`config.mk`:
```
export PLATFORM = sky130hd
export DESIGN_NAME = mem_port_arbiter
export DESIGN_NICKNAME = d
export VERILOG_FILES = /design/src/rtl/mem_port_arbiter.sv
export SDC_FILE = /design/constraint.sdc
export NUM_CORES = 1
export LEC_CHECK = 0
export BUFFER_PORTS_ARGS = -buffer_cell sky130_fd_sc_hd__buf_2
export CORE_AREA = 2 2 195 197
export CTS_BUF_LIST = sky130_fd_sc_hd__clkbuf_4 sky130_fd_sc_hd__clkbuf_8 sky130_fd_sc_hd__clkbuf_16
export DETAILED_ROUTE_END_ITERATION = 12
export DIE_AREA = 0 0 197 199
export PLACE_DENSITY = 0.41
export SLEW_MARGIN = 15
export SYNTH_ARGS = -nofsm -noshare
export SYNTH_HDL_FRONTEND = slang
export SYNTH_SLANG_ARGS = --single-unit
```
`constraint.sdc`:
```
create_clock -name clk -period 5.14 [get_ports clk]
set_input_delay 0.771 -clock clk [delete_from_list [all_inputs] [get_ports clk]]
set_output_delay 0.771 -clock clk [all_outputs]
set_load 0.02 [all_outputs]
```
`src/rtl/mem_port_arbiter.sv`:
```
// Arbitrates the instruction-fetch and data ports onto one fixed-latency memory.
// Data has priority, and a starvation counter forces fetch through after STARVE_MAX data wins.
module mem_port_arbiter #(
  parameter int ADDR_W     = 64,
  parameter int DATA_W     = 64,
  parameter int MEM_LAT    = 2,
  parameter int STARVE_MAX = 4
) (
  input  logic              clk,
  input  logic              reset,
  input  logic              if_req,
  input  logic [ADDR_W-1:0] if_addr,
  output logic              if_gnt,
  output logic              if_rvalid,
  output logic [31:0]       if_rdata,
  input  logic              dm_req,
  input  logic              dm_we,
  input  logic [ADDR_W-1:0] dm_addr,
  input  logic [DATA_W-1:0] dm_wdata,
  input  logic [2:0]        dm_funct3,
  output logic              dm_gnt,
  output logic              dm_rvalid,
  output logic [DATA_W-1:0] dm_rdata,
  output logic              mem_en,
  output logic              mem_we,
  output logic [ADDR_W-1:0] mem_addr,
  output logic [DATA_W-1:0] mem_wdata,
  output logic [2:0]        mem_funct3,
  input  logic [DATA_W-1:0] mem_rdata,
  output logic              stall
);

  typedef enum logic [1:0] {IDLE, WAIT_IF, WAIT_DM} state_e;

  localparam logic [3:0] LAT_M1     = 4'(MEM_LAT - 1);
  localparam logic [3:0] STARVE_LIM = 4'(STARVE_MAX);

  state_e            state_q, state_d;
  logic [3:0]        wait_cnt_q, wait_cnt_d;
  logic [3:0]        starve_cnt_q, starve_cnt_d;
  logic              store_q, store_d;
  logic              if_rvalid_q, if_rvalid_d;
  logic              dm_rvalid_q, dm_rvalid_d;
  logic [31:0]       if_rdata_q, if_rdata_d;
  logic [DATA_W-1:0] dm_rdata_q, dm_rdata_d;

  logic idle;
  logic force_if;
  logic grant_dm;
  logic grant_if;

  // Grants are gated by reset so every output reads 0 while reset is held.
  assign idle     = reset && (state_q == IDLE);
  assign force_if = if_req && (starve_cnt_q == STARVE_LIM);
  assign grant_dm = idle && dm_req && !force_if;
  assign grant_if = idle && if_req && !grant_dm;

  assign if_gnt    = grant_if;
  assign dm_gnt    = grant_dm;
  assign if_rvalid = if_rvalid_q;
  assign dm_rvalid = dm_rvalid_q;
  assign if_rdata  = if_rdata_q;
  assign dm_rdata  = dm_rdata_q;
  assign stall     = reset && ((state_q != IDLE) || (if_req && !grant_if) || (dm_req && !grant_dm));

  always_comb begin
    // NOTE: every output of a combinational block gets a default first, so no path infers a latch.
    mem_en     = 1'b0;
    mem_we     = 1'b0;
    mem_addr   = '0;
    mem_wdata  = '0;
    mem_funct3 = '0;
    if (grant_dm) begin
      mem_en     = 1'b1;
      mem_we     = dm_we;
      mem_addr   = dm_addr;
      mem_wdata  = dm_wdata;
      mem_funct3 = dm_funct3;
    end else if (grant_if) begin
      mem_en     = 1'b1;
      mem_addr   = if_addr;
      mem_funct3 = 3'b010;
    end
  end

  always_comb begin
    state_d      = state_q;
    wait_cnt_d   = wait_cnt_q;
    starve_cnt_d = starve_cnt_q;
    store_d      = store_q;
    if_rvalid_d  = 1'b0;
    dm_rvalid_d  = 1'b0;
    if_rdata_d   = if_rdata_q;
    dm_rdata_d   = dm_rdata_q;
    case (state_q)
      IDLE: begin
        if (grant_dm) begin
          state_d    = WAIT_DM;
          wait_cnt_d = LAT_M1;
          store_d    = dm_we;
          if (if_req && (starve_cnt_q < STARVE_LIM)) starve_cnt_d = starve_cnt_q + 4'd1;
        end else if (grant_if) begin
          state_d      = WAIT_IF;
          wait_cnt_d   = LAT_M1;
          starve_cnt_d = '0;
        end
      end
      WAIT_IF, WAIT_DM: begin
        if (wait_cnt_q == 4'd0) begin
          state_d = IDLE;
          if (state_q == WAIT_IF) begin
            if_rvalid_d = 1'b1;
            if_rdata_d  = mem_rdata[31:0];
          end else begin
            dm_rvalid_d = 1'b1;
            // A store completes without disturbing the last load result.
            if (!store_q) dm_rdata_d = mem_rdata;
          end
        end else begin
          wait_cnt_d = wait_cnt_q - 4'd1;
        end
      end
      default: state_d = IDLE;
    endcase
  end

  // NOTE: sequential state uses non-blocking assignments so all registers update from pre-edge values.
  always_ff @(posedge clk or negedge reset) begin
    if (!reset) begin
      state_q      <= IDLE;
      wait_cnt_q   <= '0;
      starve_cnt_q <= '0;
      store_q      <= 1'b0;
      if_rvalid_q  <= 1'b0;
      dm_rvalid_q  <= 1'b0;
      if_rdata_q   <= '0;
      dm_rdata_q   <= '0;
    end else begin
      state_q      <= state_d;
      wait_cnt_q   <= wait_cnt_d;
      starve_cnt_q <= starve_cnt_d;
      store_q      <= store_d;
      if_rvalid_q  <= if_rvalid_d;
      dm_rvalid_q  <= dm_rvalid_d;
      if_rdata_q   <= if_rdata_d;
      dm_rdata_q   <= dm_rdata_d;
    end
  end

endmodule
```
# Word-level counts from Yosys, hierarchy flattened
# Cells that the tools add are included.
dict set report word_totals {
  reg_bits 109
  in_bits 264
  output_inout_bits 234
  elab_cells 72
}
dict set report op_classes {
  addsub 2
  n_lt_le_gt_ge 1
  n_eq_ne 7
  muxes 25
  n_bitwise 2
  n_reduce_logical 27
}
# op count
set op_table {}
lappend op_table {{$mux W64} 3}
lappend op_table {{$mux W4} 6}
lappend op_table {{$logic_and A1 B1 Y1} 10}
lappend op_table {{$mux W1} 9}
lappend op_table {{$reduce_and A3 Y1} 3}
lappend op_table {{$mux W2} 4}
lappend op_table {{$pmux W4 S2} 1}
lappend op_table {{$reduce_bool A2 Y1} 3}
lappend op_table {{$add A4 B1 Y4 const B} 1}
lappend op_table {{$eq A4 B3 Y1 const B} 1}
lappend op_table {{$logic_not A4 Y1} 1}
lappend op_table {{$lt A4 B3 Y1 const B} 1}
lappend op_table {{$ne A2 B2 Y1 const B} 2}
lappend op_table {{$pmux W2 S2} 1}
lappend op_table {{$reduce_and A2 Y1} 2}
lappend op_table {{$reduce_and A4 Y1} 1}
lappend op_table {{$sub A4 B1 Y4 const B} 1}
lappend op_table {{$logic_not A1 Y1} 3}
lappend op_table {{$mux W3} 1}
lappend op_table {{$ne A3 B3 Y1 const B} 1}
lappend op_table {{$eq A2 B1 Y1 const B} 1}
lappend op_table {{$eq A2 B2 Y1 const B} 1}
lappend op_table {{$logic_not A2 Y1} 1}
lappend op_table {{$logic_or A1 B1 Y1} 2}
lappend op_table {{other kinds (3)} 4}

# Longest topological paths before layout
dict set report logic_depth {
  word_depth 11
  depth_mapped 8
  mapped_depth_nobuf 6
}

# Worst setup path before layout
# OpenSTA, ideal clock, no wires.
dict set report synth_path {
  kind {in2out}
  startpoint {input port if_req}
  endpoint {output port mem_addr[38]}
  arrival_ns 2.238
  setup_slack_ns 2.131
  cell_stages 6
  n_path_buf 2
  cell_sequence {nand4b_1 > nand2_1 > inv_1 > buf_2 > clkbuf_1 > o21ai_0}
}
dict set report synth_between {
  elab_chain_len 7
}
# item line_no
set synth_rtl {}
lappend synth_rtl {{start: declaration} 11} ;# input logic if_req,
lappend synth_rtl {{$logic_and A1 B1 Y1 *} 54} ;# assign force_if = if_req && (starve_cnt_q == STARVE_LIM);
lappend synth_rtl {{$logic_not A1 Y1 *} 55} ;# assign grant_dm = idle && dm_req && !force_if;
lappend synth_rtl {{$logic_and A1 B1 Y1 *} 55}
lappend synth_rtl {{named net dm_gnt} 21} ;# output logic dm_gnt,
lappend synth_rtl {{$logic_not A1 Y1} 56} ;# assign grant_if = idle && if_req && !grant_dm;
lappend synth_rtl {{$logic_and A1 B1 Y1} 56}
lappend synth_rtl {{$mux W64} 79} ;# end else if (grant_if) begin
lappend synth_rtl {{$mux W64 *} 73} ;# if (grant_dm) begin
lappend synth_rtl {{end: declaration} 26} ;# output logic [ADDR_W-1:0] mem_addr,
# The timed path passes the listed nets; every way through them passes the cells marked *.

# Worst setup path in the final report
dict set report layout_path {
  startpoint {register state_q[0]}
  endpoint {output port mem_addr[5]}
}
dict set report layout_between {
  elab_chain_len 8
}
# item line_no
set layout_rtl {}
lappend layout_rtl {{start: declaration} 38} ;# state_e state_q, state_d;
lappend layout_rtl {{start signal: assignment} 139} ;# state_q <= state_d;
lappend layout_rtl {{$logic_not A2 Y1 *} 53} ;# assign idle = reset && (state_q == IDLE);
lappend layout_rtl {{$logic_and A1 B1 Y1 *} 53}
lappend layout_rtl {{$logic_and A1 B1 Y1 (2 in a row)} 55}
lappend layout_rtl {{$logic_not A1 Y1} 56}
lappend layout_rtl {{$logic_and A1 B1 Y1} 56}
lappend layout_rtl {{$mux W64} 79}
lappend layout_rtl {{$mux W64 *} 73}
# Every way passes the cells marked *; elsewhere a longest branch is shown, timed or not.

==> summary.txt <==
Power and ir drop
  • Comb power frac: 0.552
  • Reg power frac: 0.298
  • Leakage: 5.19 nW
  • Switching pwr: between 0.002 and 0.0025 W
  • Worst ir drop on vdd: between 0.15 and 0.2 mV
  • Switching Share: 0.437
  • P_int: 0.00284 W
  • Total power: approximately 0.0050 W
  • Power Dens Cells: roughly 540 nW/µm²
  • Clock power share: 0.150

Placed design
  • Placed cell areas: approximately 9000 µm²
  • GPL Wtd Cong: between 0.8 and 0.9
  • Port bufs: ~500
  • DPL Wire Length: between 20000 and 25000 µm

STA
  • Layout Skew: 0.00841 ns
  • Hold WS: slightly above 0.5 ns
  • Min Tclk post-route: roughly 4 ns
  • Worst-Margin Slew: ~1 ns
  • Max Fclk: approximately 250 MHz
  • # setup viols final: 0
  • Fin. Hold Viols: 0
  • Slew margin rel.: 0.334
  • TNS Setup: 0 ns
  • Final Slew Violations: 0
  • RSZ-0062 raised after global routing: no
  • Fin crit share: 0.788

Clock network
  • CTS tree: done
  • Clk Latency, worst-skew pair: approximately 0.35 ns
  • CTS clk-pin slew, worst paths: roughly 0.080 ns
  • CTS Buf Count: 9
  • Post_cts resized: 0
  • Clock root cell: clkbuf_16
  • H-Tree Depth: 3
  • Hold-fix buffers, CTS: 0
  • Bufs on Longest Clock Path: 2
  • Clock Sinks: roughly 110
  • Postcts setup bufs: 0

Routing
  • Vias post-DR: around 6500
  • Number of remaining DRC errors: 0
  • Starting DRT DRC Count: between 200 and 300
  • Final wirelength: roughly 29000 µm
  • First drt pass iteration count: 5
  • Routed Antenna Nets: 0
  • Routed WL per cell: between 15 and 20 µm
  • Routed vias/inst: ~4.2

Yosys
  • Synth unique cells: between 40 and 50
  • Avg Cell Area, Syn: slightly above 10 µm²
  • Mapped Area: about 6100 µm²
  • Synth Instances: around 590
  • Post-synth top area cell: dfrtp_1
  • Synth area leaders: dfrtp_1, mux2_4, and3_1, mux2_2, nand3_1
  • Share of the synthesized area in the top cell type: 0.444
  • FF+latch count, synth: 109
  • Syn_nets: between 800 and 900
  • Syn. warnings: 0
  • Seq/Total Area, Yosys: 0.444

Setup path
  • Worst EP required: between 4 and 5 ns
  • Critical path launch point type: register
  • Setup CP Type: reg -> out
  • Crit Path Max Fanout: roughly 110
  • FF-to-FF setup slack: between 2 and 2.5 ns
  • Worst flop-to-flop path startpoint: state_q[0]$_DFFE_PN0P_
  • CP Capture Type: output port
  • Crit path DAT: between 3 and 4 ns
  • Worst r2r dst: dm_rdata[53]$_DFFE_PN0P_
  • R2r worst-path depth: 6

GRT
  • Largest net degree at the start of global routing: 110
  • Initial antenna violation count: 7
  • Tot GR Track Use: 0.138
  • Global-route wire length before repair: 40700 µm
  • GR Overflow Total: 0
  • Vias in the first global route: about 6300

Floorplanning
  • Die X: a little under 200 µm
  • Ports: 498
  • Std cell rows: 71
  • Starting Density: 0.165
  • Die Ht: 199 µm
  • DIE AREA: 39200 µm²
  • Area of the core: 37100 µm²

Cells and area
  • Commonest non-fill, non-tap cell in the layout: buf_2
  • Syn-to-layout area delta: 51.9%
  • Share of cells above drive strength 1: 0.589
  • Post-route cell area: between 9000 and 10000 µm²
  • NumNets Final: ~1300
  • Most frequent cells in the layout: buf_2, dfrtp_1, nand2_1, nand3_1, and3_1

Worst hold path
  • Min-delay worst type: reg -> reg
  • Hold Path End: if_rdata[12]$_DFFE_PN0P_
  • Worst hold start: if_rdata[12]$_DFFE_PN0P_
  • Hold path depth: 1

Flow run
  • # Max-Cap Violations: 0

Run status
  • Outcome: completed
flip-flops by register name, summed over array words and instances (netlist names):
name          cells
if_rvalid         1
dm_rdata         64
if_rdata         32
state_q           2
wait_cnt_q        4
store_q           1
starve_cnt_q      4
dm_rvalid         1
Yosys cell counts, drive strengths merged:
| cell type | n |
|---|---|
| ha | 5 |
| o21ai | 66 |
| buf | 17 |
| o22ai | 3 |
| nand4 | 2 |
| o221ai | 1 |
| clkbuf | 39 |
| a221o | 1 |
| a31oi | 4 |
| nand3b | 1 |
| and3 | 69 |
| o211ai | 2 |
| nand2 | 70 |
| nand4bb | 1 |
| nor4bb | 1 |
| dfrtp | 109 |
| nor2 | 2 |
| o2111ai | 1 |
| or3 | 1 |
| a21boi | 1 |
| nand3 | 69 |
| nand2b | 1 |
| and4bb | 1 |
| and2 | 1 |
| mux2 | 96 |
| and2b | 1 |
| nor2b | 2 |
| a22oi | 1 |
| inv | 11 |
| a2bb2oi | 1 |
| a21o | 1 |
| or4bb | 1 |
| o21a | 1 |
| a21oi | 5 |
| nand4b | 2 |
| o22a | 2 |
| nor3 | 2 |
power groups by stage:
| stage | Clock [W] | Combinational [W] | Sequential [W] |
|---|---|---|---|
| 2_1_floorplan | 0 | 0.00135 | 0.00200 |
| 3_3_place_gp | 0 | 0.00282 | 0.00151 |
| 3_5_place_dp | 0 | 0.00282 | 0.00152 |
| 4_1_cts | 0.000800 | 0.00282 | 0.00151 |
| 5_1_grt | 0.000833 | 0.00298 | 0.00156 |
| 6_report | 0.000759 | 0.00279 | 0.00150 |
how the worst max path moves through the flow:
stage                           startpoint            to  depth (start not counted)  slack [ns]
floorplan                           if_req  mem_addr[38]                          6        2.13
global placement    state_q[0]$_DFFE_PN0P_   mem_addr[5]                          7        1.57
detailed placement  state_q[0]$_DFFE_PN0P_   mem_addr[5]                          7        1.51
CTS                 state_q[0]$_DFFE_PN0P_   mem_addr[5]                          7        1.10
global route        state_q[1]$_DFFE_PN0P_   mem_addr[5]                          7        0.83
finish              state_q[0]$_DFFE_PN0P_   mem_addr[5]                          7        1.09
critical path, stage by stage, from the launching register on:
cell and delay [ns]:
dfrtp_1 0.40, inv_1 0.06, ha_1 0.45, and3_4 0.48, buf_4 0.79, nand3_1 0.25, o21ai_0 0.18, buf_2 0.23
area by class of cell:
cell class / count / area (µm²)
antenna: 4 / 10.0
clock buffer: 10 / 233
clock inverter: 6 / 86.3
fill: 4139 / 27800
inverter: 11 / 41.3
multi-input combinational: 418 / 3060
sequential: 109 / 2730
tap: 474 / 593
timing repair buffer: 508 / 2570
stage by stage:
stage                     std cells   util  setup slack [ns]
final                          1540  0.251              1.09
after global routing           1537  0.251             0.829
after CTS                      1536  0.251              1.10
after detailed placement       1520  0.242              1.51
after global placement         1520  0.242              1.57
after floorplan                 594      -              2.13
cell families (layout without fill, tap and decap cells):
| kind of cell | after synthesis | count (layout) | share of synthesized area |
|---|---|---|---|
| compound gates | 90 | 90 | 0.0811 |
| buf+inv | 67 | 535 | 0.0593 |
| other cells | 0 | 4 | 0 |
| flops | 109 | 109 | 0.444 |
| fa+ha+maj | 5 | 5 | 0.0102 |
| simple gates | 227 | 227 | 0.192 |
| mux | 96 | 96 | 0.213 |
layer usage:
layer | vias up | wire [µm] | GRT usage | part of all wire
met4 | 4 | 614 | 0.0426 | 0.021
met3 | 31 | 2700 | 0.0485 | 0.094
met1 | 3084 | 11600 | 0.166 | 0.40
met5 | - | 27 | 0 | 0.00094
li1 | 3040 | - | - | -
met2 | 313 | 13800 | 0.231 | 0.48
Note: power is estimated with default switching activity, not from simulation.
